$ cat src/rtl/step_ctrl.sv
// Front-panel step controller: reset synchroniser, sampling tick, button debounce and
// instruction latch on a valid/ready handshake. Define STEP_AUTOREPEAT_EN for held-button auto-repeat.
module step_ctrl #(
    parameter int                N_BTN      = 2,
    parameter int                SW_W       = 8,
    parameter int                DIV_W      = 17,
    parameter int                DEB_N      = 3,
    parameter int                CNT_W      = 8,
    parameter logic [N_BTN-1:0]  FORCE_MASK = 2'b10,
    parameter int                RPT_TICKS  = 16
) (
    input  logic              clk,
    input  logic              arst_i,
    input  logic [N_BTN-1:0]  btn_i,
    input  logic [SW_W-1:0]   sw_i,
    input  logic              inst_rdy_i,
    output logic              rst_o,
    output logic              tick_o,
    output logic [SW_W-1:0]   inst_o,
    output logic              inst_vld_o,
    output logic [N_BTN-1:0]  src_o,
    output logic              coll_o,
    output logic [CNT_W-1:0]  cnt_o
);

    localparam logic [DIV_W-1:0] DIV_ONE = DIV_W'(1'b1);
    localparam logic [CNT_W-1:0] CNT_ONE = CNT_W'(1'b1);
    localparam logic [N_BTN-1:0] BTN_ONE = N_BTN'(1'b1);

    logic [1:0]                   rsync_r;
    logic                         srst_s;
    logic [DIV_W-1:0]             div_r;
    logic                         tick_r;
    logic                         tick_d_r;
    logic [N_BTN-1:0][DEB_N-1:0]  sh_r;
    logic [N_BTN-1:0]             raw_rise_s;
    logic [N_BTN-1:0]             rise_s;
    logic [N_BTN-1:0]             win_s;
    logic                         hs_s;
    logic                         acc_s;
    logic                         coll_set_s;
    logic                         force_s;
    logic [SW_W-1:0]              inst_nxt_s;
    logic [SW_W-1:0]              inst_r;
    logic                         inst_vld_r;
    logic [N_BTN-1:0]             src_r;
    logic                         coll_r;
    logic [CNT_W-1:0]             cnt_r;

    // Reset synchroniser: asserts with arst_i, releases on the 2nd clk edge after it drops.
    always_ff @(posedge clk or posedge arst_i) begin
        if (arst_i) begin
            rsync_r <= 2'b11;
        end else begin
            rsync_r <= {rsync_r[0], 1'b0};
        end
    end

    assign srst_s = rsync_r[1];
    assign rst_o  = rsync_r[1];

    // Tick divider with a registered carry and its one-clk delayed copy.
    always_ff @(posedge clk or posedge arst_i) begin
        if (arst_i) begin
            div_r    <= '0;
            tick_r   <= 1'b0;
            tick_d_r <= 1'b0;
        end else if (srst_s) begin
            div_r    <= '0;
            tick_r   <= 1'b0;
            tick_d_r <= 1'b0;
        end else begin
            div_r    <= div_r + DIV_ONE;
            tick_r   <= &div_r;
            tick_d_r <= tick_r;
        end
    end

    // Debounce shift registers: newest sample enters at the top on every tick.
    always_ff @(posedge clk or posedge arst_i) begin
        if (arst_i) begin
            sh_r <= '0;
        end else if (srst_s) begin
            sh_r <= '0;
        end else if (tick_r) begin
            for (int k = 0; k < N_BTN; k++) begin
                sh_r[k] <= {btn_i[k], sh_r[k][DEB_N-1:1]};
            end
        end
    end

    // A press is one old low sample followed by DEB_N-1 high samples.
    always_comb begin
        raw_rise_s = '0;
        for (int k = 0; k < N_BTN; k++) begin
            raw_rise_s[k] = tick_d_r & ~sh_r[k][0] & (&sh_r[k][DEB_N-1:1]);
        end
    end

`ifdef STEP_AUTOREPEAT_EN
    localparam int               RPT_W    = $clog2(RPT_TICKS + 1);
    localparam logic [RPT_W-1:0] RPT_LAST = RPT_W'(RPT_TICKS - 1);
    localparam logic [RPT_W-1:0] RPT_ONE  = RPT_W'(1'b1);

    logic [RPT_W-1:0] rpt_r;
    logic             src_held_s;
    logic             rpt_hit_s;

    // The repeat timer only follows the button that produced the current word.
    always_comb begin
        src_held_s = 1'b0;
        for (int k = 0; k < N_BTN; k++) begin
            src_held_s = src_held_s | (src_r[k] & (&sh_r[k]));
        end
    end

    assign rpt_hit_s = tick_d_r & src_held_s & (rpt_r == RPT_LAST);
    assign rise_s    = raw_rise_s | ({N_BTN{rpt_hit_s}} & src_r);

    // Repeat timer: counts held ticks, restarts on accept, release or expiry.
    always_ff @(posedge clk or posedge arst_i) begin
        if (arst_i) begin
            rpt_r <= '0;
        end else if (srst_s) begin
            rpt_r <= '0;
        end else if (acc_s || !src_held_s || rpt_hit_s) begin
            rpt_r <= '0;
        end else if (tick_d_r) begin
            rpt_r <= rpt_r + RPT_ONE;
        end
    end
`else
    logic rpt_unused_s;

    assign rise_s       = raw_rise_s;
    assign rpt_unused_s = (RPT_TICKS > 0);
`endif

    // Lowest-index rise wins; anything else that rose in the same clk is lost.
    assign win_s      = rise_s & (~rise_s + BTN_ONE);
    assign hs_s       = inst_vld_r & inst_rdy_i;
    assign acc_s      = (|rise_s) & (~inst_vld_r | inst_rdy_i);
    assign coll_set_s = ((|rise_s) & ~acc_s) | (|(rise_s & ~win_s));
    assign force_s    = |(win_s & FORCE_MASK);
    assign inst_nxt_s = force_s ? {2'b11, sw_i[SW_W-3:0]} : sw_i;

    // Instruction latch, handshake, collision flag and event counter.
    always_ff @(posedge clk or posedge arst_i) begin
        if (arst_i) begin
            inst_r     <= '0;
            inst_vld_r <= 1'b0;
            src_r      <= '0;
            coll_r     <= 1'b0;
            cnt_r      <= '0;
        end else if (srst_s) begin
            inst_r     <= '0;
            inst_vld_r <= 1'b0;
            src_r      <= '0;
            coll_r     <= 1'b0;
            cnt_r      <= '0;
        end else begin
            if (acc_s) begin
                inst_r     <= inst_nxt_s;
                src_r      <= win_s;
                inst_vld_r <= 1'b1;
            end else if (hs_s) begin
                inst_vld_r <= 1'b0;
            end
            if (hs_s) begin
                cnt_r <= cnt_r + CNT_ONE;
            end
            if (coll_set_s) begin
                coll_r <= 1'b1;
            end
        end
    end

    assign tick_o     = tick_r;
    assign inst_o     = inst_r;
    assign inst_vld_o = inst_vld_r;
    assign src_o      = src_r;
    assign coll_o     = coll_r;
    assign cnt_o      = cnt_r;

endmodule
$ cat config.mk
export PLATFORM = sky130hd
export DESIGN_NAME = step_ctrl
export DESIGN_NICKNAME = d
export VERILOG_FILES = /design/src/rtl/step_ctrl.sv
export SDC_FILE = /design/constraint.sdc
export NUM_CORES = 1
export LEC_CHECK = 0
export BUFFER_PORTS_ARGS = -buffer_cell sky130_fd_sc_hd__buf_2
export CAP_MARGIN = 25
export CELL_PAD_IN_SITES_DETAIL_PLACEMENT = 2
export CELL_PAD_IN_SITES_GLOBAL_PLACEMENT = 2
export CORE_MARGIN = 3
export CORE_UTILIZATION = 34
export CTS_BUF_LIST = sky130_fd_sc_hd__clkbuf_2
export DETAILED_ROUTE_END_ITERATION = 10
export GPL_ROUTABILITY_DRIVEN = 0
export PLACE_DENSITY_LB_ADDON = 0.1
export SLEW_MARGIN = 0
export SYNTH_ARGS = -nofsm -noshare
export SYNTH_HDL_FRONTEND = slang
export SYNTH_SLANG_ARGS = --single-unit
$ cat constraint.sdc
create_clock -name clk -period 1.4 [get_ports clk]
set_input_delay 0.28 -clock clk [delete_from_list [all_inputs] [get_ports clk]]
set_output_delay 0.28 -clock clk [all_outputs]
set_load 0.005 [all_outputs]
==> qor.yml <==
firstDrtPassIters: 4
setup_ws_ns: -0.2025
num_rows: 28
cp-end-kind: "register"
core-area_um2: 6026
ys_warn_count: 0
ff2ff_path_depth: 3
synth_top_cell_by_area: "dfrtp_1"
detail_route.wl_per_cell_um: 25.00
grt_pass1_vias: 2227
cp_max_fo: 2
dieWidth_um: 85.77
initial_core_util: 0.3590
cts_root_buf: "clkbuf_2"
start_kind: "register"
grt_antenna_before_repair: 0
peakVddDrop_mv: 0.4698
clkSlewWorstSetupHoldPaths_ns: 0.34
finalCriticalPeriod_ns: 1.602
min_from: "sw_i[1]"
power_leakage_nw: 1.572
drt_iter0_drc: 68
place_ws_ns: -0.1326
insertion_delay_ns: 0.50
ant_nets: 0
fmax_ghz: 0.6240
grt_first_pass_wirelength_um: 12360
netlist_top_cells_area: "dfrtp_1 (52%), mux2i_1 (5.6%), a21oi_1 (3.5%)"
synthToLayoutAreaGrowth_pct: 55.70
cts_tree: "done"
fin_skew_ns: 0.08501
htreeDepth: 2
setup_viol: 27
reg2reg_setup_slack_ns: -0.20
use_met3: 0.04611
synth.distinct_cells: 36
synth_edf_count: 0
grt_use_met2: 0.3927
cts-buffers-inserted: 5
slowest_delay_ns: 0.44
grt_overflow_total: 0
pin_count: 35
grt_busiest_layer: "met2"
status: "complete, but fails checks"
hpwlAfterDp_um: 4156
hold_violations: 0
yosys_register_bits: 47
syn_area_um2: 2163
antenna_cells: 0
regToRegEndpoint: "div_r[15]"
path_buf_inv: 0
seq_area_frac_synth: 0.5448
clockBufferDepth: 2
vias: 2083
post-route-drc-count: 0
hold_class: "in2reg"
drv_slew: 0
fin_tns_setup_ns: -1.926
cp_top_family: "simple AND/OR/NAND/NOR gates"
cpMaxStageDelayCell: "dfrtp_1"
nFillCells: 593
reg2reg_from: "div_r[11]"
min_to: "inst_o[1]"
rsz0062_at_grt: "true"
cts.sinks: 47
hold_path_depth: 3
failed_checks: "setup timing"
grtUsageMet1: 0.2626
powerDensity_nw_per_um2: 659.8
synth.most_common_cell: "dfrtp_1"
netlist_instances: 203
viasPerCell: 5.439
die-area_um2: 7356
grt_max_degree: 30
synth_top_cell_area_share: 0.5205
netlist_top_cells_count: "dfrtp_1 (45), nor2_1 (19), nand2_1 (18)"
syn_nets: 219
path_class: "reg2reg"
die_y_um: 85.77
wl_um: 9574
syn_avg_cell_area_um2: 10.66
crit_required_ns: 1.74
synthArstFlopShare: 1.000
crit_chain: "nand4_1, nor4_4, mux2_4"
port_buffers: 34
post-route-period-util: 1.145
cp.arrival_ns: 1.94
globalRouteTotalUtil: 0.2190
synthFlopType: "dfrtp_1"
drive_gt1_frac: 0.5552
drv_cap: 0
nets: 323
## per-stage QoR
step                hold slack (ns)  cell area (um^2)  power (mW)  std cells  utilization
global route                0.03119              3368       2.309        383       0.5590
detailed placement           0.3288              2586       1.532        328       0.4292
global placement             0.3111              2586       1.522        328       0.4292
CTS                         0.06754              2938       2.129        358       0.4875
floorplan                    0.3452              2183       1.468        203            -
finish                      0.06407              3368       2.222        383       0.5590
## metal layers
metal	vias to the layer above	wire, um
met5	-	0
met3	17	422
met4	0	184
met2	62	5003
met1	1080	3963
li1	924	-
## power breakdown
part           switching [mW]  leakage [nW]  internal [mW]
Sequential             0.0161         0.635           1.38
Combinational           0.116         0.904         0.0756
Clock                   0.503        0.0330          0.136
## cell families after synthesis
| group | Yosys count | synth area share |
|---|---|---|
| AND/OR/NAND/NOR | 82 | 0.2094 |
| flip-flops | 47 | 0.5448 |
| AO/OA/AOI/OAI | 33 | 0.09601 |
| multiplexers | 16 | 0.07635 |
| buffers and inverters | 15 | 0.02950 |
| XOR/XNOR | 5 | 0.02025 |
| adder cells (fa/ha/maj) | 4 | 0.02198 |
| other | 1 | 0.001733 |
## cell usage in the layout (no fill, tap or decap), types with 4 or more instances in the layout
cell      synthesis  routed
nand4_1           4       4
mux2i_1          12      11
buf_4             0      54
a21oi_1          15       7
dfrtp_2           0       8
nor2b_1           9       7
dfrtp_1          45      37
clkbuf_2          0       7
or4_4             0       4
o31ai_1           5       4
inv_1             8       6
buf_2             0      30
buf_6             1      14
a21oi_2           0       7
nor2_1           19      17
nand2_1          18      16
o21ai_0           8       8
or3_1             7       4
nand3_1           8       4
## registers in the layout, summed over array words and instances, names as in the netlist
name	count
inst_vld_o	1
coll_o	1
div_r	17
tick_o	1
src_o	2
tick_d_r	1
cnt_o	8
sh_r	6
inst_o	8
rsync_r	2
## worst max-delay path by stage
stage                from  depth (start not counted)  slack [ns]   endpoint
6_report        div_r[11]                          3       -0.20  div_r[15]
3_3_place_gp     div_r[1]                          6       -0.04  div_r[16]
5_1_grt          cnt_o[0]                          4       -0.24   cnt_o[6]
4_1_cts        rsync_r[1]                          1       -0.09      rst_o
3_5_place_dp     div_r[1]                          3       -0.13  div_r[15]
2_1_floorplan    div_r[4]                          4      -0.005  div_r[13]
## final cells by class
type	instances	area, um^2	share of cell area
Clock inverter	1	5.005	0.001486
Sequential cell	47	1192	0.3540
Clock buffer	7	35.03	0.01040
Multi-Input combinational cell	142	1222	0.3629
Timing Repair inverter	1	7.507	0.002229
Timing Repair Buffer	102	778.2	0.2311
Inverter	8	33.78	0.01003
Tap cell	75	93.84	0.02786
## timing repair
action | 4_1_cts | 5_1_grt
endpoints found under the setup margin | 26 | 40
hold endpoints to repair | 45 | 0
buffers inserted | 21 | 24
pin swaps | 10 | 21
gates resized for setup | 31 | 49
hold buffers | 1 | 0
cloned | 1 | 1
## worst register-to-register path, delay by kind of cell, from the launching register on
family | cells | cell delay (ns)
and+or+nand+nor | 2 | 0.66
DFF | 1 | 0.44
muxes | 1 | 0.34
Note: power is estimated with default switching activity, not from simulation.
